<file path="src/rtl/wb_arb_pkg.sv">
// ----------------------------------------------------------------------------
// wb_arb_pkg
//   Shared types and helpers for the Wishbone B4 classic round-robin arbiter.
//   - arb_state_e : arbiter state (no grant / one controller granted)
//   - idx_width() : bits needed to hold a controller index
// ----------------------------------------------------------------------------
package wb_arb_pkg;

  typedef enum logic {
    ARB_IDLE    = 1'b0,
    ARB_GRANTED = 1'b1
  } arb_state_e;

  // A single controller would still need a one-bit index field, so clamp at 1.
  function automatic int idx_width(input int n);
    return (n > 1) ? $clog2(n) : 1;
  endfunction

endpackage : wb_arb_pkg

</file>
<file path="src/rtl/wb_rr_picker.sv">
// ----------------------------------------------------------------------------
// wb_rr_picker
//   Combinational round-robin search. Starting just after ptr_i and wrapping
//   modulo NUM_CTL, returns the first index whose request bit is set. The
//   index equal to ptr_i is examined last, which is what gives the most
//   recently served controller the lowest priority.
//
// Ports
//   req_i     in   NUM_CTL  request vector (one bit per controller)
//   ptr_i     in   IW       index served most recently
//   found_o   out  1        at least one request bit is set
//   winner_o  out  IW       chosen index (0 when found_o is low)
// ----------------------------------------------------------------------------
module wb_rr_picker
  import wb_arb_pkg::*;
#(
  parameter int NUM_CTL = 4
) (
  input  logic [NUM_CTL-1:0]               req_i,
  input  logic [idx_width(NUM_CTL)-1:0]    ptr_i,
  output logic                             found_o,
  output logic [idx_width(NUM_CTL)-1:0]    winner_o
);

  localparam int IW = idx_width(NUM_CTL);

  int          cand;
  logic [IW-1:0] cand_idx;

  always_comb begin
    found_o  = 1'b0;
    winner_o = '0;
    cand     = 0;
    cand_idx = '0;
    // Walk ptr+1 .. ptr+NUM_CTL; the last step lands back on ptr itself.
    for (int i = 1; i <= NUM_CTL; i++) begin
      cand     = (int'(ptr_i) + i) % NUM_CTL;
      cand_idx = cand[IW-1:0];
      if (!found_o && req_i[cand_idx]) begin
        found_o  = 1'b1;
        winner_o = cand_idx;
      end
    end
  end

endmodule : wb_rr_picker

</file>
<file path="src/rtl/wb_classic_arbiter.sv">
// ----------------------------------------------------------------------------
// wb_classic_arbiter
//   Shares one Wishbone B4 classic device between NUM_CTL controllers using
//   round-robin arbitration. Exactly one controller is granted at a time; its
//   request is routed to the device and the device response is returned to it
//   alone. A grant lasts for as long as the granted controller holds cyc, so
//   back-to-back classic cycles from one controller are never interleaved.
//
// Handshake: a classic transfer is "valid" while cyc & stb are high; the
//   device completes it by asserting exactly one of ack/err/rty ("ready") in
//   the same cycle. The controller keeps stb/we/dat stable until then. The
//   arbiter adds no cycles to this path: request and response are both
//   routed combinationally through the current grant.
//
// Ports
//   clk_i           in   1              clock, rising edge
//   rst_ni          in   1              asynchronous active-low reset
//   ctl_cyc_i       in   NUM_CTL        per-controller cyc
//   ctl_stb_i       in   NUM_CTL        per-controller stb
//   ctl_we_i        in   NUM_CTL        per-controller we
//   ctl_dat_i       in   NUM_CTL*DW     per-controller write data, ctl k at [k*DW +: DW]
//   ctl_ack_o       out  NUM_CTL        per-controller ack
//   ctl_err_o       out  NUM_CTL        per-controller err
//   ctl_rty_o       out  NUM_CTL        per-controller rty
//   ctl_dat_o       out  DW             read data, broadcast to every controller
//   dev_cyc_o       out  1              device cyc
//   dev_stb_o       out  1              device stb
//   dev_we_o        out  1              device we
//   dev_dat_o       out  DW             device write data
//   dev_ack_i       in   1              device ack
//   dev_err_i       in   1              device err
//   dev_rty_i       in   1              device rty
//   dev_dat_i       in   DW             device read data
//   gnt_o           out  NUM_CTL        one-hot grant, zero when idle
//   dbg_state_o     out  1              arbiter state (0 idle, 1 granted)
//   dbg_ptr_o       out  IW             round-robin pointer (last index served)
// ----------------------------------------------------------------------------
module wb_classic_arbiter
  import wb_arb_pkg::*;
#(
  parameter int NUM_CTL   = 4,
  parameter int DAT_WIDTH = 8
) (
  input  logic                           clk_i,
  input  logic                           rst_ni,
  // controller side
  input  logic [NUM_CTL-1:0]             ctl_cyc_i,
  input  logic [NUM_CTL-1:0]             ctl_stb_i,
  input  logic [NUM_CTL-1:0]             ctl_we_i,
  input  logic [NUM_CTL*DAT_WIDTH-1:0]   ctl_dat_i,
  output logic [NUM_CTL-1:0]             ctl_ack_o,
  output logic [NUM_CTL-1:0]             ctl_err_o,
  output logic [NUM_CTL-1:0]             ctl_rty_o,
  output logic [DAT_WIDTH-1:0]           ctl_dat_o,
  // device side
  output logic                           dev_cyc_o,
  output logic                           dev_stb_o,
  output logic                           dev_we_o,
  output logic [DAT_WIDTH-1:0]           dev_dat_o,
  input  logic                           dev_ack_i,
  input  logic                           dev_err_i,
  input  logic                           dev_rty_i,
  input  logic [DAT_WIDTH-1:0]           dev_dat_i,
  // status
  output logic [NUM_CTL-1:0]             gnt_o,
  output logic                           dbg_state_o,
  output logic [idx_width(NUM_CTL)-1:0]  dbg_ptr_o
);

  localparam int IW = idx_width(NUM_CTL);

  // --------------------------------------------------------------------------
  // Registered arbiter state
  // --------------------------------------------------------------------------
  arb_state_e          state_q, state_d;
  logic [IW-1:0]       g_q,     g_d;      // granted index, meaningful when GRANTED
  logic [IW-1:0]       ptr_q,   ptr_d;    // last index served
  logic [NUM_CTL-1:0]  gnt_q,   gnt_d;    // one-hot copy of g_q, zero when IDLE

  logic                pick_found;
  logic [IW-1:0]       pick_winner;
  logic                arbitrate;

  // Unpacked view of the flat write-data bus so it can be indexed by g_q.
  logic [DAT_WIDTH-1:0] ctl_dat_a [NUM_CTL];

  for (genvar k = 0; k < NUM_CTL; k++) begin : g_unpack
    assign ctl_dat_a[k] = ctl_dat_i[k*DAT_WIDTH +: DAT_WIDTH];
  end

  wb_rr_picker #(
    .NUM_CTL (NUM_CTL)
  ) u_picker (
    .req_i    (ctl_cyc_i),
    .ptr_i    (ptr_q),
    .found_o  (pick_found),
    .winner_o (pick_winner)
  );

  // --------------------------------------------------------------------------
  // Next-state logic
  // --------------------------------------------------------------------------
  // Arbitration runs whenever nobody holds the bus: either IDLE, or the
  // granted controller has just dropped cyc. In the latter case ptr_q == g_q,
  // so the releasing controller is searched last and a waiting controller is
  // granted on this same edge (GRANTED -> GRANTED, no idle bubble).
  always_comb begin
    arbitrate = (state_q == ARB_IDLE) || !ctl_cyc_i[g_q];
    state_d   = state_q;
    g_d       = g_q;
    ptr_d     = ptr_q;
    gnt_d     = gnt_q;
    if (arbitrate) begin
      if (pick_found) begin
        state_d            = ARB_GRANTED;
        g_d                = pick_winner;
        ptr_d              = pick_winner;
        gnt_d              = '0;
        gnt_d[pick_winner] = 1'b1;
      end else begin
        state_d = ARB_IDLE;
        gnt_d   = '0;
      end
    end
  end

  // Reset value of ptr is the highest index so that index 0 is searched first.
  always_ff @(posedge clk_i or negedge rst_ni) begin
    if (!rst_ni) begin
      state_q <= ARB_IDLE;
      g_q     <= '0;
      ptr_q   <= IW'(NUM_CTL - 1);
      gnt_q   <= '0;
    end else begin
      state_q <= state_d;
      g_q     <= g_d;
      ptr_q   <= ptr_d;
      gnt_q   <= gnt_d;
    end
  end

  // --------------------------------------------------------------------------
  // Routing
  // --------------------------------------------------------------------------
  // Everything is gated by state_q, so an asynchronous reset silences the
  // device port and all responses at once. Responses are also gated by the
  // granted controller's own cyc: in its release cycle a stray device ack
  // must not reach it, since it no longer has a transfer outstanding.
  always_comb begin
    dev_cyc_o = 1'b0;
    dev_stb_o = 1'b0;
    dev_we_o  = 1'b0;
    dev_dat_o = '0;
    ctl_ack_o = '0;
    ctl_err_o = '0;
    ctl_rty_o = '0;
    if (state_q == ARB_GRANTED) begin
      dev_cyc_o      = ctl_cyc_i[g_q];
      dev_stb_o      = ctl_stb_i[g_q] & ctl_cyc_i[g_q];
      dev_we_o       = ctl_we_i[g_q];
      dev_dat_o      = ctl_dat_a[g_q];
      ctl_ack_o[g_q] = dev_ack_i & ctl_cyc_i[g_q];
      ctl_err_o[g_q] = dev_err_i & ctl_cyc_i[g_q];
      ctl_rty_o[g_q] = dev_rty_i & ctl_cyc_i[g_q];
    end
  end

  // Read data is qualified by each controller's own ack, so no mux is needed.
  assign ctl_dat_o   = dev_dat_i;
  assign gnt_o       = gnt_q;
  assign dbg_state_o = state_q;
  assign dbg_ptr_o   = ptr_q;

  // --------------------------------------------------------------------------
  // Wishbone classic properties on the device port and the controller ports
  // --------------------------------------------------------------------------
  // Device port: stb only inside cyc; a cycle exists only under a grant.
  a_dev_stb_in_cyc : assert property (@(posedge clk_i) disable iff (!rst_ni)
    dev_stb_o |-> dev_cyc_o);
  a_dev_cyc_granted : assert property (@(posedge clk_i) disable iff (!rst_ni)
    dev_cyc_o |-> (gnt_o != '0));

  // Grant is one-hot or empty and tracks the state.
  a_gnt_onehot0 : assert property (@(posedge clk_i) disable iff (!rst_ni)
    $onehot0(gnt_o));
  a_gnt_matches_state : assert property (@(posedge clk_i) disable iff (!rst_ni)
    (state_q == ARB_GRANTED) == (gnt_o != '0));

  // Controller ports: responses only to the granted controller, only while
  // it holds cyc, and never to more than one controller.
  a_resp_only_granted : assert property (@(posedge clk_i) disable iff (!rst_ni)
    ((ctl_ack_o | ctl_err_o | ctl_rty_o) & ~gnt_o) == '0);
  a_resp_needs_cyc : assert property (@(posedge clk_i) disable iff (!rst_ni)
    ((ctl_ack_o | ctl_err_o | ctl_rty_o) & ~ctl_cyc_i) == '0);
  a_resp_single_ctl : assert property (@(posedge clk_i) disable iff (!rst_ni)
    $onehot0(ctl_ack_o | ctl_err_o | ctl_rty_o));

  // Grant is held while the granted controller keeps cyc.
  a_grant_held : assert property (@(posedge clk_i) disable iff (!rst_ni)
    ((state_q == ARB_GRANTED) && ctl_cyc_i[g_q]) |=> $stable(gnt_o));

endmodule : wb_classic_arbiter

</file>
<file path="config.mk">
export PLATFORM = sky130hd
export DESIGN_NAME = wb_classic_arbiter
export DESIGN_NICKNAME = d
export VERILOG_FILES = /design/src/rtl/wb_arb_pkg.sv /design/src/rtl/wb_rr_picker.sv /design/src/rtl/wb_classic_arbiter.sv
export SDC_FILE = /design/constraint.sdc
export NUM_CORES = 1
export LEC_CHECK = 0
export ABC_AREA = 0
export CELL_PAD_IN_SITES_DETAIL_PLACEMENT = 1
export CELL_PAD_IN_SITES_GLOBAL_PLACEMENT = 2
export CORE_AREA = 3 3 81 83
export CTS_BUF_LIST = sky130_fd_sc_hd__clkbuf_2
export DETAILED_ROUTE_END_ITERATION = 10
export DIE_AREA = 0 0 84 86
export GPL_TIMING_DRIVEN = 0
export PLACE_DENSITY = 0.95
export SYNTH_ARGS = -nofsm -noshare
export SYNTH_HDL_FRONTEND = slang
export SYNTH_SLANG_ARGS = --single-unit
</file>
<file path="constraint.sdc">
create_clock -name clk_i -period 4 [get_ports clk_i]
set_input_delay 0.6 -clock clk_i [delete_from_list [all_inputs] [get_ports clk_i]]
set_output_delay 0.6 -clock clk_i [all_outputs]
set_load 0.005 [all_outputs]
</file>
==> results of run 1 <==
through the flow:
stage | hold WS (ns) | total power, W
after CTS | 0.491 | 0.000951
after floorplan | 0.304 | 0.000543
final | 0.487 | 0.000934
after global routing | 0.527 | 0.00101
after detailed placement | 0.469 | 0.000890
after global placement | 0.464 | 0.000881
cells in the final DEF (no fill, tap or decap), types with 4 or more instances in the layout:
master / netlist / layout
buf_4: 8 / 8
clkdlybuf4s50_1: 0 / 86
mux4_2: 4 / 4
dfrtp_1: 7 / 7
clkbuf_2: 0 / 4
nand2_1: 9 / 9
nor2_1: 9 / 9
o31ai_1: 4 / 4
and2_1: 9 / 9
mux4_1: 7 / 7
worst register-to-register path: stages, from the launching register on:
cell and delay (ns):
dfrtp_1 0.33, clkbuf_1 0.34, mux4_2 0.45, and2_4 0.21
nor2b_4 0.14, mux2_2 0.34
report_power, final:
group / internal [W] / switching, W / total (W)
sequential: 0.000136 / 0.0000301 / 0.000166
combinational: 0.000444 / 0.000267 / 0.000711
clock: 0.0000266 / 0.0000306 / 0.0000572
cell families (layout without fill, tap and decap cells):
kind of cell / after synthesis / count (layout) / share of synthesized area, %
AOI/OAI and AO/OA: 11 / 11 / 8.37
buffers and inverters: 16 / 106 / 11.2
DFF: 9 / 9 / 24.2
muxes: 14 / 14 / 32.5
and+or+nand+nor: 42 / 42 / 23.8
final cells by class:
class	count	area (sq um)
Tap cell	75	93.8
Sequential cell	9	228
Inverter	2	7.51
Clock buffer	4	20.0
Buffer	14	97.6
Multi-Input combinational cell	67	609
Fill cell	675	4000
Timing Repair Buffer	86	861
registers in the layout (all words and copies together) (netlist names):
name / flops
gnt_o: 4
g_q: 2
dbg_ptr_o: 2
dbg_state_o: 1
metal layers:
layer	vias up	routed length [um]	share of wire (%)	track usage [%]
met3	4	293	7.8	2.02
met1	522	1630	43	12.5
met4	0	68	1.8	3.36
met5	-	0	0	0
li1	516	-	-	-
met2	75	1760	47	17.9
worst min-delay path by stage:
| stage | endpoint |
|---|---|
| 3_5_place_dp | gnt_o[3]$_DFFE_PN0N_ |
| 3_3_place_gp | gnt_o[1]$_DFFE_PN0N_ |
| 6_report | gnt_o[1]$_DFFE_PN0N_ |
| 2_1_floorplan | dbg_state_o$_DFFE_PN0N_ |
| 4_1_cts | gnt_o[3]$_DFFE_PN0N_ |
| 5_1_grt | gnt_o[1]$_DFFE_PN0N_ |
==> results by group, run 1 <==
Synth
  • Number of synthesized register bits: 9
  • Syn. warnings: 0
  • Synth Net Count: between 100 and 150
  • Sequential fraction of the synthesis area: about a quarter
  • Post-synth EDFFs: 0
  • Synth unique cells: 30
  • Instance count of the mapped netlist: just over 90
  • Syn avg cell area: approximately 10 sq um
  • Proportion of netlist area held by the largest area contributor: between 10% and 20%
  • Async S/R FF share, synth: 100%
  • Commonest cells post-synth: and2_1, nand2_1, nor2_1, buf_4
  • Ranking of synthesized cells by area: mux4_1, dfrtp_1, mux4_2
  • Largest area contributor in the synthesized netlist: mux4_1
  • Syn Std Cell Area: approximately 940 sq um
  • Synth Flop Type: dfrtp_1

Worst hold path
  • Worst min path class: flop to flop
  • Critical hold path startpoint: gnt_o[1]$_DFFE_PN0N_
  • Hold Path Depth: 2

Layout
  • Final-stage net count: 240
  • Share of post-route cells with drive strength above 1: a little over an eighth
  • Final non-filler cell total: 257
  • Growth of design area from synthesis to finish: 103%
  • Antenna diode count: 0
  • Fin util: 32.4%
  • Final non-filler cell area: approximately 1900 sq um

STA
  • Portion of the clock cycle consumed by the worst path in the final layout: approximately 76%
  • Unrepaired setup endpoints after global routing: false
  • Slew Limit Headroom: roughly three fifths
  • Setup tns final: 0 ns
  • Skew final: 0.00501 ns
  • Fin. max-slew vios: 0
  • Worst-Margin Slew: 0.586 ns
  • Number of hold-slack violations in the final timing report: 0
  • Number of failing setup endpoints in the final timing report: 0
  • Final min period: approximately 3 ns
  • Setup slack of the critical path after layout: about 0.94 ns
  • Max Fclk: between 300 and 400 MHz

Worst setup path
  • CP max stage cell: mux4_2
  • Worst Path Arrival: between 2 and 2.5 ns
  • Kind of cell with the highest combined delay on the critical path: buffers and inverters
  • Capturing instance or port of the critical path: dev_cyc_o
  • WP buf/inv: 3
  • Count of cells along the worst register-to-register path: 5
  • Biggest fanout along the worst timing path: 10
  • Startpoint kind of the worst setup timing path: input port
  • Depth of the critical timing path with buffers and inverters included: 5
  • Category of the critical setup timing path: input port to output pin
  • Data required time of the critical path: about 3.4 ns
  • Most common cell on crit path: clkdlybuf4s50_1
  • Cell Chain, Critical Path: clkdlybuf4s50_1, mux4_2, and2_4, buf_6, clkdlybuf4s50_1
  • Delay of the slowest cell on the worst path: 0.58 ns
  • Worst setup path startpoint: ctl_cyc_i[3]
  • Register-to-Register Setup Slack: about 2.1 ns
  • Worst reg2reg startpoint: g_q[1]$_DFFE_PN0P_
  • Crit. End Element: output pin
  • Reg-to-Reg End: g_q[0]$_DFFE_PN0P_

CTS
  • Inserted Clock Buffers: 3
  • Clock root buffer master: clkbuf_2
  • CTS sink cnt: 9
  • Post-CTS setup buffers: 0
  • Clock-pin slew on the worst setup and hold paths: approximately 0.090 ns
  • Skew-Pair Late Insertion Delay: between 0.2 and 0.25 ns
  • Clock tree from TritonCTS: built
  • Clock tree buffer depth: 2
  • H-Tree Depth: 1
  • CTS Hold Bufs: 0
  • Total of cells resized after clock tree synthesis: 0

Placed design
  • Number of port buffers: 86
  • Final weighted congestion in routability-driven placement: approximately 0.8
  • Placed wire-length estimate after detailed placement: approximately 3200 um
  • Worst slack at placement: 0.945 ns
  • DP Cell Count: about 250
  • Placed inst area: 1900 sq um

Die
  • Full die area: between 7000 and 8000 sq um
  • Number of ports placed on the die boundary: 95
  • Core Region: roughly 5900 sq um
  • Core Rows: 28
  • Initial standard-cell utilization of the core: between 10% and 20%
  • Die Span X: 84 um
  • Die extent in y: 86 um

Global routing
  • Antenna violations before repair: 0
  • Vias in the first global route: approximately 1.2k
  • First-pass GRT wire length: roughly 5800 um
  • Global-route usage over all layers: 10.2%
  • Total overflow reported by the global router: 0
  • Pin count of the biggest net entering global routing: 11

Outcome
  • Run status: finished, final reports clean

Drt
  • Post-route DRC: 0
  • Number of nets still failing antenna checks after routing: 0
  • Starting DRT DRC Count: 35
  • Total Routed Length: roughly 3800 um
  • Via count normalized by instance count: between 4 and 5
  • Number of iterations in the first detailed-routing pass: 4
  • Overall via count from detail_route: 1117
  • Routed len/inst: about 15 um

Power
  • Cell Pwr Density: around 490 nW/um^2
  • Peak supply drop: approximately 160 uV
  • LEAKAGE: between 0.7 and 0.8 nW

Job
  • Max-cap violations: 0
Power figures use the tool's default switching activity.
==> inputs of run 2 (changes only) <==
--- a/config.mk
+++ b/config.mk
@@ -8,12 +8,12 @@
 export ABC_AREA = 0
 export CELL_PAD_IN_SITES_DETAIL_PLACEMENT = 1
 export CELL_PAD_IN_SITES_GLOBAL_PLACEMENT = 2
-export CORE_AREA = 3 3 81 83
+export CORE_AREA = 3 3 90 92
 export CTS_BUF_LIST = sky130_fd_sc_hd__clkbuf_2
 export DETAILED_ROUTE_END_ITERATION = 10
-export DIE_AREA = 0 0 84 86
+export DIE_AREA = 0 0 93 95
 export GPL_TIMING_DRIVEN = 0
-export PLACE_DENSITY = 0.95
+export PLACE_DENSITY = 0.86
 export SYNTH_ARGS = -nofsm -noshare
 export SYNTH_HDL_FRONTEND = slang
 export SYNTH_SLANG_ARGS = --single-unit
==> constraint.sdc (replaced) <==
create_clock -name clk_i -period 2.6 [get_ports clk_i]
set_input_delay 0.39 -clock clk_i [delete_from_list [all_inputs] [get_ports clk_i]]
set_output_delay 0.39 -clock clk_i [all_outputs]
set_load 0.005 [all_outputs]
==> run 2 against run 1 <==
- sequential share of layout area decreased by 0.32 points
- cell count increased by 9.3%
- design area increased by 2.7%
- sequential power increased by 66%
- global-route usage decreased by 1.3 points
- worst hold slack got worse by 0.043 ns
- largest power group unchanged
==> results by group, run 2 (same netlist as run 1, synthesis figures left out) <==
Drt
  • Overall via count from detail_route: 1090 (-2.4%)
  • Number of iterations in the first detailed-routing pass: 4 (unchanged)
  • Via count normalized by instance count: 3.88 (-11%)
  • Number of nets still failing antenna checks after routing: 0 (unchanged)
  • Total Routed Length: 3930 um (+4.6%)
  • Starting DRT DRC Count: 15 (-57%)
  • Post-route DRC: 0 (unchanged)
  • Routed len/inst: 14.0 um (-4.3%)

Power
  • Cell Pwr Density: 748 nW/um^2 (+54%)
  • LEAKAGE: 0.771 nW (+3.9%)
  • Peak supply drop: 316 uV (+100%)

Layout
  • Final-stage net count: 240 (unchanged)
  • Growth of design area from synthesis to finish: 109%
  • Commonest cells after routing, fill and taps aside: clkdlybuf4s50_1, nor2_1, and2_1, nand2_1, buf_4
  • Final non-filler cell total: 281 (+9.3%)
  • Antenna diode count: 0 (unchanged)
  • Share of post-route cells with drive strength above 1: 17.0% (+3.3 points)
  • Leading cell type in the layout, fill and taps excluded: clkdlybuf4s50_1
  • Number of flip-flops under the largest register name: 4 (unchanged)

CTS
  • Clock root buffer master: clkbuf_2
  • Skew-Pair Late Insertion Delay: 0.23 ns (about the same)
  • Clock tree buffer depth: 2 (unchanged)
  • CTS Hold Bufs: 0 (unchanged)
  • Clock-pin slew on the worst setup and hold paths: 0.09 ns (about the same)
  • Clock tree from TritonCTS: built
  • Inserted Clock Buffers: 3 (unchanged)
  • CTS sink cnt: 9 (unchanged)
  • H-Tree Depth: 1 (unchanged)

STA
  • Final min period: between 2 and 2.5 ns
  • Slew Limit Headroom: 63.5% (+2.7 points)
  • Worst-Margin Slew: 0.546 ns (-0.0399 ns)
  • Skew final: 0.00715 ns (+0.00214 ns)
  • Min Hold Slack: 0.444 ns (-0.0430 ns)
  • Number of hold-slack violations in the final timing report: 0 (unchanged)
  • Number of failing setup endpoints in the final timing report: 0 (unchanged)
  • Max Fclk: ~410 MHz
  • Portion of the clock cycle consumed by the worst path in the final layout: between 90% and 100%
  • Unrepaired setup endpoints after global routing: false
  • Setup slack of the critical path after layout: 0.153 ns (-0.792 ns)
  • Fin. max-slew vios: 0 (unchanged)
  • Setup tns final: 0 ns (unchanged)

Global routing
  • First-pass GRT wire length: 6120 um (+5.1%)
  • Antenna violations before repair: 0 (unchanged)
  • Pin count of the biggest net entering global routing: 11 (unchanged)
  • Vias in the first global route: 1169 (+1.2%)
  • Total overflow reported by the global router: 0 (unchanged)
  • Global-route usage over all layers: 8.88% (-1.3 points)

Worst setup path
  • Worst setup path startpoint: ctl_cyc_i[3]
  • Data required time of the critical path: 2.21 ns (-1.19 ns)
  • Register-to-Register Setup Slack: 0.77 ns (-1.32 ns)
  • Reg-to-Reg End: g_q[0]$_DFFE_PN0P_
  • Crit. End Element: output pin
  • Worst Path Arrival: 2.06 ns (-0.40 ns)
  • Biggest fanout along the worst timing path: 10 (unchanged)
  • Worst reg2reg startpoint: g_q[0]$_DFFE_PN0P_
  • Category of the critical setup timing path: input port to output pin
  • Startpoint kind of the worst setup timing path: input port
  • Count of cells along the worst register-to-register path: 5 (unchanged)

Worst hold path
  • Worst min path class: input port to async pin

Placed design
  • Worst slack at placement: -0.0506 ns (-0.996 ns)
  • Number of port buffers: 86 (unchanged)
  • Placed wire-length estimate after detailed placement: 3370 um (+4.1%)
  • DP Cell Count: 277 (+9.5%)
  • Final weighted congestion in routability-driven placement: 0.686 (-15%)

Die
  • Die extent in y: 95 um (+10%)
  • Number of ports placed on the die boundary: 95 (unchanged)
  • Initial standard-cell utilization of the core: 12.9% (-3.0 points)
  • Full die area: 8840 sq um (+22%)
  • Die Span X: 93 um (+11%)
  • Core Rows: 31 (+11%)
  • Core Region: 7290 sq um (+23%)

Outcome
  • Run status: finished, final reports clean

Job
  • Max-cap violations: 0 (unchanged)
-- run 2: cell count changes in the layout (fill, tap and decap cells not counted), sizes merged --
| cell | before | now |
|---|---|---|
| dlymetal6s2s | 0 | 1 |
| clkbuf | 7 | 6 |
| clkdlybuf4s50 | 86 | 82 |
| buf | 11 | 12 |
| dlygate4sd2 | 0 | 3 |
-- run 2: power by group --
group,total [W],switching [W],internal [W]
clock,0.0000864,0.0000454,0.0000409
sequential,0.000275,0.0000668,0.000209
combinational,0.00111,0.000412,0.000700
total,0.00147,0.000524,0.000950
-- run 2: critical path, stage by stage --
cell,delay (ns)
dlygate4sd2_1,0.29
mux4_2,0.58
and2_4,0.22
buf_6,0.13
clkdlybuf4s50_1,0.44
-- run 2: worst max path at each step --
stage	cells past startpoint	endpoint	slack (ns)
final	5	dev_cyc_o	0.15
after global routing	5	ctl_rty_o[0]	0.06
after global placement	5	ctl_err_o[0]	-0.03
after CTS	5	ctl_rty_o[0]	-0.02
after detailed placement	5	ctl_rty_o[0]	-0.05
after floorplan	4	dev_dat_o[2]	0.72
-- run 2: metrics by stage --
step	utilization, %	instance area [sq um]	power, W
floorplan	-	942	0.000836
global placement	26.4	1930	0.00137
detailed placement	26.4	1930	0.00139
CTS	26.7	1940	0.00149
global route	27.0	1970	0.00161
finish	27.0	1970	0.00147
-- run 2: per-layer routing --
layer | share of wire, % | global-route usage [%]
met1 | 38 | 10.6
met4 | 0.25 | 1.47
met5 | 0 | 0
met2 | 54 | 16.5
met3 | 7.5 | 1.99
-- run 2: area by class of cell --
type                       instances  area (sq um)
multi-input combinational         67           624
inverter                           2          7.51
sequential                         9           228
buffer                            13          98.8
tap                               99           124
timing repair buffer              87           867
fill                             871          5320
clock buffer                       4          20.0
-- run 2: repair_timing --
action,in CTS,in global routing
endpoints found under the setup margin,17,13
resized for setup,6,4
setup buffers,0,1
==> inputs of run 3 (changes only) <==
--- a/config.mk
+++ b/config.mk
@@ -6,14 +6,15 @@
 export NUM_CORES = 1
 export LEC_CHECK = 0
 export ABC_AREA = 0
+export CAP_MARGIN = 20
 export CELL_PAD_IN_SITES_DETAIL_PLACEMENT = 1
 export CELL_PAD_IN_SITES_GLOBAL_PLACEMENT = 2
-export CORE_AREA = 3 3 90 92
+export CORE_AREA = 3 3 84 86
 export CTS_BUF_LIST = sky130_fd_sc_hd__clkbuf_2
 export DETAILED_ROUTE_END_ITERATION = 10
-export DIE_AREA = 0 0 93 95
+export DIE_AREA = 0 0 87 89
 export GPL_TIMING_DRIVEN = 0
-export PLACE_DENSITY = 0.86
+export PLACE_DENSITY = 0.92
 export SYNTH_ARGS = -nofsm -noshare
 export SYNTH_HDL_FRONTEND = slang
 export SYNTH_SLANG_ARGS = --single-unit
==> constraint.sdc (replaced) <==
create_clock -name clk_i -period 2.45 [get_ports clk_i]
set_input_delay 0.49 -clock clk_i [delete_from_list [all_inputs] [get_ports clk_i]]
set_output_delay 0.49 -clock clk_i [all_outputs]
set_load 0.005 [all_outputs]
==> run 3 against run 2 <==
- sequential power rose by 7.6%
- largest power group unchanged
- flip-flop and latch count did not move
- design area rose by 2.4%
- count of clock-buffer cells in the layout did not move
- first-iteration DRC count rose by 60%
- combinational power rose by 17%
==> results by group, run 3 (same netlist as run 1, synthesis figures left out) <==
CTS
  • CTS sink cnt: 9 (unchanged)
  • Clock tree from TritonCTS: built
  • Clock tree buffer depth: 2 (unchanged)
  • CTS Hold Bufs: 0 (unchanged)
  • H-Tree Depth: 1 (unchanged)
  • Clock-pin slew on the worst setup and hold paths: 0.08 ns (about the same)
  • Clock root buffer master: clkbuf_2
  • Inserted Clock Buffers: 3 (unchanged)
  • Skew-Pair Late Insertion Delay: 0.24 ns (about the same)

Layout
  • Antenna diode count: 0 (unchanged)
  • Final non-filler cell area: 2020 sq um (+2.4%)
  • Number of flip-flops under the largest register name: 4 (unchanged)
  • Growth of design area from synthesis to finish: 114%
  • Leading cell type in the layout, fill and taps excluded: clkdlybuf4s50_1
  • Final-stage net count: 247 (+2.9%)
  • Fin util: 31.7% (+4.7 points)
  • Share of post-route cells with drive strength above 1: 28.0% (+11 points)
  • Commonest cells after routing, fill and taps aside: clkdlybuf4s50_1, buf_4, and2_1, nand2_1

Worst setup path
  • Delay of the slowest cell on the worst path: 0.52 ns (-0.06 ns)
  • Data required time of the critical path: 1.96 ns (-0.25 ns)
  • CP max stage cell: clkdlybuf4s50_1
  • Crit. End Element: output pin
  • Category of the critical setup timing path: flop to output pin
  • Startpoint kind of the worst setup timing path: flop
  • Worst Path Arrival: 1.96 ns (-0.10 ns)
  • Biggest fanout along the worst timing path: 4 (-6)
  • Kind of cell with the highest combined delay on the critical path: buffers and inverters
  • WP buf/inv: 2 (-1)
  • Cell Chain, Critical Path: buf_6, mux4_2, nand3_2, nor3_2, clkdlybuf4s50_1

Power
  • Share of total power consumed by net switching: 35.8% (+0.22 points)
  • Power after layout: 0.00169 W (+14%)
  • Cell Pwr Density: 837 nW/um^2 (+12%)
  • Peak supply drop: 329 uV (+4.0%)
  • LEAKAGE: 0.841 nW (+9.1%)
  • Net Sw Power: 0.000603 W (+15%)
  • Register share of total power: 17.5% (-1.2 points)
  • Power share of the combinational group: 77.0% (+1.6 points)
  • Internal power: 0.00108 W (+14%)
  • Clock network fraction of design power: 5.4% (-0.5 points)

Die
  • Full die area: 7740 sq um (-12%)
  • Number of ports placed on the die boundary: 95 (unchanged)
  • Die Span X: 87 um (-6.5%)
  • Initial standard-cell utilization of the core: 14.8% (+1.9 points)
  • Core Rows: 29 (-6.5%)
  • Die extent in y: 89 um (-6.3%)
  • Core Region: 6350 sq um (-13%)

STA
  • Min Hold Slack: 0.478 ns (+0.0343 ns)
  • Fin. max-slew vios: 0 (unchanged)
  • Setup tns final: 0 ns (unchanged)
  • Skew final: 0.00358 ns (-0.00357 ns)
  • Number of hold-slack violations in the final timing report: 0 (unchanged)
  • Number of failing setup endpoints in the final timing report: 0 (unchanged)
  • Unrepaired setup endpoints after global routing: true
  • Portion of the clock cycle consumed by the worst path in the final layout: between 90% and 100%
  • Final min period: roughly 2.4 ns
  • Max Fclk: approximately 410 MHz
  • Worst-Margin Slew: 0.555 ns (+0.00900 ns)
  • Slew Limit Headroom: 62.9% (-0.60 points)

Drt
  • Starting DRT DRC Count: 24 (+9)
  • Met2 wire len: 1960 um (-7.4%)
  • Met1 layer wirelength in the final routing: 1560 um (+3.6%)
  • Number of nets still failing antenna checks after routing: 0 (unchanged)
  • Number of iterations in the first detailed-routing pass: 4 (unchanged)
  • Top routing layer used: met4
  • Overall via count from detail_route: 1130 (+3.7%)
  • Post-route DRC: 0 (unchanged)
  • Total Routed Length: 3970 um (+0.94%)
  • Routed len/inst: 14.9 um (+6.6%)
  • Via count normalized by instance count: 4.25 (+9.5%)
  • Wire length on met3: 403 um (+37%)

Global routing
  • First-pass GRT wire length: 5880 um (-4.0%)
  • Pin count of the biggest net entering global routing: 11 (unchanged)
  • Antenna violations before repair: 0 (unchanged)
  • Global-route usage over all layers: 9.65% (+0.77 points)
  • Vias in the first global route: 1196 (+2.3%)
  • Total overflow reported by the global router: 0 (unchanged)

Placed design
  • Final weighted congestion in routability-driven placement: 0.741 (+8.0%)
  • Number of port buffers: 86 (unchanged)
  • Placed inst area: 1900 sq um (-1.4%)
  • Placed wire-length estimate after detailed placement: 3230 um (-4.3%)

Worst hold path
  • Worst min path class: flop to flop

Job
  • Max-cap violations: 0 (unchanged)

Outcome
  • Run status: finished, final reports clean
## run 3: per-stage QoR
stage / setup WS (ns) / std cells
after global placement: -0.383 / 255
after detailed placement: -0.399 / 255
final: 0.00191 / 266
after floorplan: 0.469 / 92
after global routing: -0.109 / 266
after CTS: -0.0822 / 264
## run 3: routing by layer
metal | track usage (%) | up-vias
li1 | - | 527
met1 | 10.5 | 535
met2 | 18.4 | 64
met3 | 2.49 | 4
met4 | 2.55 | 0
met5 | 0 | -
## run 3: cell type report
cell class	count	area, sq um
plain buffers	13	119
clock buffers	4	20.0
fillers	732	4330
inverters	2	7.51
multi-input cells	67	627
flip-flops and latches	9	229
well taps	77	96.3
repair buffers	94	917
## run 3: path summary, 6_finish.rpt
kind	start	end	slack, ns	cells after the start
setup / recovery	g_q[0]$_DFFE_PN0P_	ctl_err_o[0]	0.002	5
hold / removal	gnt_o[1]$_DFFE_PN0N_	gnt_o[1]$_DFFE_PN0N_	0.48	2
setup reg to reg	g_q[0]$_DFFE_PN0P_	g_q[0]$_DFFE_PN0P_	0.29	8
hold reg to reg	gnt_o[1]$_DFFE_PN0N_	gnt_o[1]$_DFFE_PN0N_	0.48	2
max in group asynchronous	rst_ni	dbg_ptr_o[0]$_DFFE_PN1P_	1.60	1
min in group asynchronous	rst_ni	gnt_o[0]$_DFFE_PN0N_	0.53	1
## run 3: power by group through the flow
stage | Clock, W | Sequential (W) | Combinational, W
after floorplan | 0 | 0.000268 | 0.000619
after global placement | 0 | 0.000271 | 0.00118
after detailed placement | 0 | 0.000273 | 0.00119
after CTS | 0.0000974 | 0.000298 | 0.00126
after global routing | 0.000102 | 0.000311 | 0.00142
final | 0.0000919 | 0.000296 | 0.00130
## run 3: tightest hold or removal path: cells and delay by family (launching register included)
kind	cells	cell delay, ns
and+or+nand+nor	1	0.05
DFF	1	0.34
AOI/OAI and AO/OA	1	0.05
## run 3: timing repair
item,CTS,global route
setup endpoints to repair,23,16
endpoints found under the hold margin,0,0
gates resized for setup,25,22
buffers inserted,6,2
pin swaps,1,0
